==> config.mk <==
export PLATFORM = sky130hd
export DESIGN_NAME = fetch_stage
export DESIGN_NICKNAME = d
export VERILOG_FILES = /design/src/rtl/fetch_stage.sv
export SDC_FILE = /design/constraint.sdc
export NUM_CORES = 1
export LEC_CHECK = 0
export ABC_AREA = 1
export CORE_ASPECT_RATIO = 1.5
export CORE_MARGIN = 2
export CORE_UTILIZATION = 45
export DETAILED_ROUTE_END_ITERATION = 7
export PLACE_DENSITY = 0.89
export SLEW_MARGIN = 20
export SYNTH_ARGS = -nofsm -noshare
export SYNTH_HDL_FRONTEND = slang
export SYNTH_SLANG_ARGS = --single-unit
==> constraint.sdc <==
create_clock -name clk -period 2.2 [get_ports clk]
set_input_delay 0.66 -clock clk [delete_from_list [all_inputs] [get_ports clk]]
set_output_delay 0.66 -clock clk [all_outputs]
set_load 0.05 [all_outputs]
==> src/rtl/fetch_stage.sv <==
// Instruction-fetch stage: owns the PC, issues imem requests, applies stalls and
// redirects, and holds the IF/ID register feeding decode.
module fetch_stage #(
  parameter logic [31:0] RESET_PC = 32'h0000_0000,
  parameter int unsigned PC_STEP  = 4
) (
  input  logic        clk,
  input  logic        rst_n,
  input  logic        pc_write,
  input  logic        if_id_write,
  input  logic        branch_taken,
  input  logic [31:0] branch_target,
  input  logic        jump_taken,
  input  logic [31:0] jump_target,
  output logic [31:0] imem_addr,
  output logic        imem_req,
  input  logic [31:0] imem_rdata,
  input  logic        imem_ready,
  output logic [31:0] NPC_IF_out,
  output logic [31:0] instruction_out,
  output logic        valid_out,
  output logic [31:0] pc_out
);

  logic [31:0] pc_q, pc_d;
  logic [31:0] npc_q, npc_d;
  logic [31:0] instr_q, instr_d;
  logic        valid_q, valid_d;

  logic        redirect;
  logic        fire;
  logic        stall;
  logic [31:0] target;
  logic [31:0] pc_inc;

  assign redirect = jump_taken | branch_taken;
  assign target   = (jump_taken ? jump_target : branch_target) & 32'hFFFF_FFFC;
  assign stall    = ~pc_write | ~if_id_write;
  assign fire     = imem_ready & pc_write & if_id_write & ~redirect;
  assign pc_inc   = pc_q + 32'(PC_STEP);

  always_comb begin
    pc_d    = pc_q;
    npc_d   = npc_q;
    instr_d = instr_q;
    valid_d = valid_q;
    if (redirect) begin
      pc_d    = target;
      npc_d   = '0;
      instr_d = '0;
      valid_d = 1'b0;
    end else if (fire) begin
      pc_d    = pc_inc;
      npc_d   = pc_inc;
      instr_d = imem_rdata;
      valid_d = 1'b1;
    end else if (!stall) begin
      // Memory bubble: PC waits, decode receives a NOP.
      npc_d   = '0;
      instr_d = '0;
      valid_d = 1'b0;
    end
  end

  always_ff @(posedge clk or negedge rst_n) begin
    if (!rst_n) begin
      pc_q    <= RESET_PC;
      npc_q   <= '0;
      instr_q <= '0;
      valid_q <= 1'b0;
    end else begin
      pc_q    <= pc_d;
      npc_q   <= npc_d;
      instr_q <= instr_d;
      valid_q <= valid_d;
    end
  end

  // Request is held low only while reset is asserted.
  assign imem_req        = rst_n;
  assign imem_addr       = pc_q;
  assign pc_out          = pc_q;
  assign NPC_IF_out      = npc_q;
  assign instruction_out = instr_q;
  assign valid_out       = valid_q;

endmodule

==> impl_metrics.tcl <==
set metrics [dict create \
    min_period_over_period_pct 98.6 \
    vias 4846 \
    clock_latency_ns 0.34 \
    hold_viol 0 \
    h-tree-depth 3 \
    layout_common_cells "191 x nand2_1, 119 x clkdlybuf4s50_1, 94 x dfrtp_1" \
    core_area_mm2 0.0106 \
    gp_congestion 0.897 \
    grt_pass1_wl_um 24800 \
    clock_path_buffers 2 \
    p_sw_share_pct 32.2 \
    clock-sinks 94 \
    grtUsageTotal_pct 27.3 \
    slew_headroom_pct 58.2 \
    finalSetupTns_ns 0 \
    maxSlewViolCount 0 \
    rsz0062_at_grt "no" \
    leakage_uw 0.00398 \
    worstMarginPinSlew_ns 0.626 \
    layout-drive-gt1-share_pct 18.1 \
    p_seq_share_pct 39.7 \
    die_h_um 132 \
    synth_area_mm2 0.00491 \
    path_class "reg2out" \
    worst_clock_skew_ns 0.0123 \
    startpoint_type "flop" \
    cpLargestDelayFamily "buffers and inverters" \
    io_buffers 224 \
    synth.avg_cell_area_um2 8.45 \
    route.detailed.drc 0 \
    synth.distinct_cells 32 \
    hp-class "in2async" \
    overflow 0 \
    status "finished, final reports clean" \
    cp.required_ns 1.54 \
    grt_max_degree 51 \
    utilization_pct 69.0 \
    vias_per_cell 5.24 \
    die-area_mm2 0.0118 \
    ys_ff_latch 94 \
    yosysWarnings 0 \
    die_w_um 89.3 \
    final_nets 881 \
    cp_cell_sequence "clkdlybuf4s50_1" \
    fin_crit_ns 2.17 \
    dp_hpwl_um 12000 \
    firstDrtPassIters 5 \
    drv_cap 0 \
    antenna_found_initial 0 \
    synth_seq_area_share_pct 47.9 \
    synth_cells 581 \
    clk_pin_slew_worst_paths_ns 0.07 \
    antenna_cells 0 \
    p_per_area_mw_per_mm2 663 \
    cts-root-buf "clkbuf_16" \
    setup_viol 0 \
    peakVddDrop_uv 395 \
    grt_pass1_vias 5101 \
    internal-power_uw 3290 \
    rows 46 \
    drtIter0Drc 257 \
    path_buf_inv 1 \
    endpoint_kind "output port" \
    post-cts-setup-buffers 0 \
    layout_commonest_cell "nand2_1" \
    max_freq_ghz 0.461 \
    cts_made_buffers 9 \
    power_frac_comb_pct 25.4 \
    power.switching_uw 1560 \
    cpPeakStageDelay_ns 0.82 \
    critPathArrivalTime_ns 1.51 \
    start_util_pct 46.4 \
    synthToLayoutAreaGrowth_pct 48.8 \
    tritoncts "done" \
    p_clk_share_pct 34.9 \
    cp_slowest_cell "clkdlybuf4s50_1" \
    ioPinCount 233 \
    antenna_left 0 \
    wirelength_um 16000 \
    crit_fanout 2 \
    wl_per_cell_um 17.2 \
]
[per-layer routing]
metal	up-vias	global-route usage (%)	part of all wire, %
met3	57	4.13	6.6
met1	2284	30.3	35
li1	2254	-	-
met2	251	47.2	52
met5	-	0	0
met4	0	16.7	6.1
[through the flow]
step	power [uW]	cell area [um^2]	instances	worst slack, ns	hold slack [ns]
after floorplan	2720	4920	584	0.436	0.364
after global placement	3150	6940	910	0.0627	0.463
after detailed placement	3180	6940	910	0.0318	0.467
after CTS	4870	7260	925	0.00289	0.484
after global routing	5020	7310	925	0.000214	0.510
final	4850	7310	925	0.0297	0.477
[power by group through the flow]
stage,clock [uW],combinational [uW],sequential [uW]
3_5_place_dp,0,1230,1950
4_1_cts,1710,1230,1920
2_1_floorplan,0,551,2170
6_report,1690,1230,1920
3_3_place_gp,0,1210,1940
5_1_grt,1790,1300,1930
[kinds of logic (layout without fill, tap and decap cells)]
group,after synthesis,after routing,share of synthesized area (%)
flip-flops,94,94,47.9
adder cells (fa/ha/maj),1,1,0.255
AND/OR/NAND/NOR,293,293,26.8
buffers and inverters,103,300,11.3
XOR/XNOR,6,6,1.07
other,1,4,0.0764
AO/OA/AOI/OAI,83,83,12.6
[cells in the mapped netlist]
master / n / area share (%)
a21oi_1: 3 / 0.31
nor2_4: 6 / 1.4
nand3_1: 40 / 4.1
and2_1: 1 / 0.13
nor3_2: 1 / 0.20
o21ai_0: 14 / 1.4
dfrtp_1: 94 / 48
a22oi_1: 30 / 4.6
xnor2_1: 3 / 0.54
nand2_4: 1 / 0.23
buf_2: 9 / 0.92
inv_1: 42 / 3.2
ha_1: 1 / 0.25
nand4_1: 4 / 0.51
nor2_1: 28 / 2.1
nor2_2: 9 / 1.1
nand3_2: 1 / 0.20
nor3_1: 1 / 0.10
a22o_1: 32 / 5.7
nand2_1: 191 / 15
or2_2: 1 / 0.13
xor2_1: 3 / 0.54
o21bai_1: 1 / 0.15
buf_4: 42 / 6.4
clkinv_1: 1 / 0.076
nor3_4: 1 / 0.33
inv_2: 3 / 0.23
o211ai_1: 3 / 0.46
nand2_2: 6 / 0.76
conb_1: 1 / 0.076
clkbuf_1: 6 / 0.46
nor2_8: 2 / 0.82
[cell type report]
| type | instances | area, um^2 |
|---|---|---|
| tap | 144 | 180 |
| multi-input combinational | 387 | 2020 |
| clock inverter | 3 | 67.6 |
| clock buffer | 12 | 256 |
| inverter | 46 | 173 |
| fill | 855 | 3280 |
| sequential | 94 | 2350 |
| timing repair buffer | 239 | 2260 |
[repair_timing]
action                                  CTS  global route
gates resized for setup                   5            20
gates cloned                              0             0
hold buffers                              0             0
endpoints found under the setup margin    5            20
[final timing paths]
path | slack, ns | start | cells past startpoint | endpoint
min in group clk | 0.48 | NPC_IF_out[6] | 2 | NPC_IF_out[6]
max in group asynchronous | 1.26 | rst_n | 2 | NPC_IF_out[6]
min reg2reg | 0.48 | NPC_IF_out[6] | 2 | NPC_IF_out[6]
min | 0.48 | rst_n | 2 | NPC_IF_out[14]
max | 0.03 | instruction_out[9] | 1 | instruction_out[9]
max reg2reg | 0.38 | imem_addr[3] | 8 | NPC_IF_out[16]
[flip-flops by register name (all words and copies together) (netlist names)]
| signal | count |
|---|---|
| valid_out | 1 |
| imem_addr | 30 |
| NPC_IF_out | 31 |
| instruction_out | 32 |
No activity file was read; power rests on OpenSTA's default activity.
==> RTL change 1: new RTL, config.mk and constraints unchanged <==
`instr_q` no longer has a reset.
--- a/src/rtl/fetch_stage.sv
+++ b/src/rtl/fetch_stage.sv
@@ -66,14 +66,16 @@
     if (!rst_n) begin
       pc_q    <= RESET_PC;
       npc_q   <= '0;
-      instr_q <= '0;
       valid_q <= 1'b0;
     end else begin
       pc_q    <= pc_d;
       npc_q   <= npc_d;
-      instr_q <= instr_d;
       valid_q <= valid_d;
     end
+  end
+
+  always_ff @(posedge clk) begin
+    instr_q <= instr_d;
   end
 
   // Request is held low only while reset is asserted.
Check against the original RTL: not equivalent (a bounded check fails within 4 cycles, from zero or initial values and one cycle with rst_n low).
==> RTL change 1 against the original RTL <==
Sequential cell count unchanged; synthesized area down 1.1%; count of clock-buffer cells in the layout decreased by 1; register-to-register slack gained 0.07 ns; routed wire length down 3.8%; total power decreased by 2.3%; final area down 2.3%; setup slack improved by 0.0045 ns.
==> RTL change 1: results (changes against the original RTL) <==
| Metric | Value |
|---|---|
| DRT met1 WL | `5400 um (-4.0%)` |
| Multi-input gate count | `433 (+12%)` |
| Layout cells sized above 1 | `16.3% (-1.8 points)` |
| Async S/R FF share, synth | `66.0% (-34 points)` |
| CLK BUF | `11 (-1)` |
| Place WS | `0.00512 ns (-0.0267 ns)` |
| HPWL after detailed placement | `12000 um (+0.44%)` |
| Port Buffer Count | `224 (unchanged)` |
| DR iter-0 viols | `241 (-6.2%)` |
| Met2 usage | `48.0% (+0.81 points)` |
| Min-Delay Path Class | `flip-flop to flip-flop` |
| GR Layer Usage met1 | `27.5% (-2.8 points)` |
| Drt wl/cell | `15.7 um (-9.2%)` |
| Fin util | `67.8% (-1.2 points)` |
| Status | `finished, final reports clean` |
| Via count | `5028 (+3.8%)` |
| Register area | `2190 um2 (-6.8%)` |
| Layout fillers | `913 (+6.8%)` |
| First-pass GRT wire length | `23300 um (-6.1%)` |
| Placement Cell Area | `6850 um2 (-1.2%)` |
| Routing usage on met3 | `3.89% (-0.24 points)` |
| Clock Power Share | `30.9% (-4.0 points)` |
| Maximum VDD drop | `0.000378 V (-4.3%)` |
| Worst reg-to-reg path cell count | `10 (+2)` |
| Final GP Congestion | `0.960 (+7.0%)` |
| Mapped Avg Cell Area | `7.63 um2 (-9.7%)` |
| Clk pwr | `1.46 mW (-14%)` |
| Met3 WL | `1060 um (+0.67%)` |
| Final Non-Filler Cells | `980 (+5.9%)` |
| Number of non-clock buffers | `240 (+0.42%)` |
| Largest net degree at the start of global routing | `63 (+24%)` |
| Unique masters post-synth | `29 (-9.4%)` |
| Synth cell count leaders | `nand2_1, nor2_1, dfrtp_1` |
| Clock Network Area Fraction | `3.85% (-0.58 points)` |
| Placed Instances | `964 (+5.9%)` |
| Total GRT Usage | `26.2% (-1.1 points)` |
| Met2 routed WL | `8220 um (-1.1%)` |
| Vias in the first global route | `4710 (-7.7%)` |
RTL change 1: cell types whose count changed in the layout (fill, tap and decap cells not counted), moves of 8 or more:
cell             change
dfrtp_1             -32
nor2_2              -10
o22ai_1             +14
nor2_1              +55
a22oi_1             -30
o21ai_0             +28
dlymetal6s2s_1      -14
clkdlybuf4s50_1      +9
buf_4                +8
inv_1                +8
nand3_1              -8
dfxtp_1             +32
RTL change 1: path summary, 6_finish.rpt:
| path | end | slack, ns | from |
|---|---|---|---|
| worst min register to register | NPC_IF_out[6]$_DFFE_PN0P_ | 0.48 | NPC_IF_out[6]$_DFFE_PN0P_ |
| min in group asynchronous | imem_addr[27]$_DFFE_PN0P_ | 0.60 | rst_n |
| max in group asynchronous | NPC_IF_out[10]$_DFFE_PN0P_ | 1.08 | rst_n |
| worst min-delay path | NPC_IF_out[6]$_DFFE_PN0P_ | 0.48 | NPC_IF_out[6]$_DFFE_PN0P_ |
| worst max-delay path | instruction_out[4] | 0.03 | instruction_out[4]$_SDFFE_PN0P_ |
| worst max register to register | NPC_IF_out[30]$_DFFE_PN0P_ | 0.45 | imem_addr[3]$_DFFE_PN0P_ |
RTL change 1: what timing repair did:
item,CTS,global route
resized for setup,2,6
hold endpoints to repair,0,0
setup buffers,0,0
endpoints found under the setup margin,2,6
RTL change 1: cell families (layout without fill, tap and decap cells):
family / Yosys count / in the layout / share of synthesized area [%]
adders and majority gates: 1 / 1 / 0.258
other: 1 / 4 / 0.0772
buffers and inverters: 112 / 309 / 12.3
DFF: 94 / 94 / 45.2
AOI/OAI and AO/OA: 102 / 102 / 13.9
xor gates and xnor gates: 4 / 4 / 0.722
and+or+nand+nor: 322 / 322 / 27.7
==> RTL change 2: new RTL, same settings <==
Made on the original files. Make the reset (`rst_n`) synchronous in one clocked block.
--- a/src/rtl/fetch_stage.sv
+++ b/src/rtl/fetch_stage.sv
@@ -62,7 +62,7 @@
     end
   end
 
-  always_ff @(posedge clk or negedge rst_n) begin
+  always_ff @(posedge clk) begin
     if (!rst_n) begin
       pc_q    <= RESET_PC;
       npc_q   <= '0;
Check against the original RTL: differs if rst_n is asserted again (counterexample within 4 cycles, from zero or initial values and one cycle with rst_n low); with rst_n held inactive, the same outputs for 4 cycles.
==> RTL change 2 against the original RTL <==
Total power is 13% lower; highest routed layer unchanged; setup slack better by 0.0094 ns; sequential share of layout area is 5.2 points lower; utilization is 0.68 points lower; synthesized area is 5.8% lower; combinational power is 32% lower; count of clock-buffer cells in the layout is 2 lower; register-to-register slack worse by 0.03 ns; sequential cell count is 1 lower; routed wire length is 8.8% lower; via count is 2.1% higher; final area is 5.8% lower; critical path depth stayed put.
==> RTL change 2: results (changes against the original RTL) <==
| Metric | Value |
|---|---|
| P_leak | `2.68 nW (-33%)` |
| Layout fillers | `818 (-4.3%)` |
| Unique masters post-synth | `28 (-13%)` |
| Async S/R FF share, synth | `0% (-100 points)` |
| DRT met1 WL | `5220 um (-7.2%)` |
| Multi-input gate area | `2150 um2 (+6.5%)` |
| Met3 WL | `1040 um (-0.76%)` |
| Status | `finished, final reports clean` |
| HPWL after detailed placement | `11100 um (-6.9%)` |
| Layout Skew | `0.00835 ns (-0.00396 ns)` |
| Placement Cell Area | `6580 um2 (-5.2%)` |
| Drt total wl | `14600 um (-8.8%)` |
| Port Buffer Count | `222 (-0.89%)` |
| Post-layout nets | `954 (+8.3%)` |
| Min-Delay Path Class | `flip-flop to flip-flop` |
| Post-Syn Instances | `660 (+14%)` |
| Vias in the first global route | `4831 (-5.3%)` |
| Hold_ws | `0.463 ns (-0.0140 ns)` |
| Total GRT Usage | `26.1% (-1.2 points)` |
| Reg2reg end | `imem_addr[24]$_SDFFE_PN0P_` |
| Largest cells by area after synthesis | `dfxtp_1, nand2_1, a21oi_1, buf_4, inv_1` |
| Largest net degree at the start of global routing | `64 (+25%)` |
| Final GP Congestion | `0.907 (+1.1%)` |
| Vias/cell | `5.09 (-2.8%)` |
| Slew HR | `65.2% (+6.9 points)` |
| Placed Instances | `956 (+5.1%)` |
| CTS resizes | `0 (-5)` |
| Reg-to-reg startpoint | `imem_addr[3]$_SDFFE_PN0P_` |
| Clock Network Area Fraction | `4.49% (+0.054 points)` |
| DR iter-0 viols | `241 (-6.2%)` |
| Inverters | `62 (+35%)` |
| Maximum VDD drop | `0.000502 V (+27%)` |
| GR Layer Usage met1 | `27.6% (-2.7 points)` |
| Non-Clock Buffer Area Fraction | `31.8% (+0.82 points)` |
| Via count | `4949 (+2.1%)` |
| Place WS | `-0.0517 ns (-0.0835 ns)` |
| Routing usage on met3 | `6.12% (+2.0 points)` |
| Synth cell count leaders | `nand2_1, dfxtp_1, a21oi_1` |
| Die area | `11100 um2 (-5.5%)` |
| Met2 routed WL | `7680 um (-7.5%)` |
| Synthesis-stage register bit count | `93 (-1.1%)` |
| Multi-input gate count | `445 (+15%)` |
| Met2 usage | `47.8% (+0.62 points)` |
[RTL change 2: cell count changes in the layout (fill, tap and decap cells not counted), sizes merged, moves of 13 or more]
| cell | unedited run | this run |
|---|---|---|
| dfrtp | 94 | 0 |
| dfxtp | 0 | 93 |
| a21oi | 3 | 84 |
| a22o | 32 | 0 |
| dlymetal6s2s | 20 | 0 |
| inv | 45 | 62 |
| o21ai | 14 | 29 |
| clkdlybuf4s50 | 119 | 132 |
[RTL change 2: worst max-delay path by stage]
stage	start	endpoint	slack (ns)	cells past startpoint
finish	instruction_out[6]$_SDFFE_PP0P_	instruction_out[6]	0.04	1
floorplan	imem_addr[3]$_SDFFE_PN0P_	imem_addr[26]$_SDFFE_PN0P_	0.37	8
CTS	instruction_out[6]$_SDFFE_PP0P_	instruction_out[6]	0.03	1
global placement	if_id_write	imem_addr[3]$_SDFFE_PN0P_	-0.02	10
detailed placement	if_id_write	imem_addr[3]$_SDFFE_PN0P_	-0.05	10
global route	NPC_IF_out[5]$_SDFFE_PP0P_	NPC_IF_out[5]	0.002	1
[RTL change 2: power breakdown]
part	internal [mW]	leakage [nW]	total [mW]	switching, mW
sequential	1.72	0.756	1.79	0.0675
clock	0.918	0.141	1.59	0.669
combinational	0.336	1.78	0.840	0.504
total	2.98	2.68	4.22	1.24
[RTL change 2: cell families after synthesis]
| group | after synthesis | synth area share [%] |
|---|---|---|
| AOI/OAI and AO/OA | 151 | 18.2 |
| xor gates and xnor gates | 4 | 0.757 |
| adders and majority gates | 1 | 0.270 |
| buffers and inverters | 127 | 13.9 |
| DFF | 93 | 40.2 |
| other | 1 | 0.0810 |
| and+or+nand+nor | 283 | 26.6 |
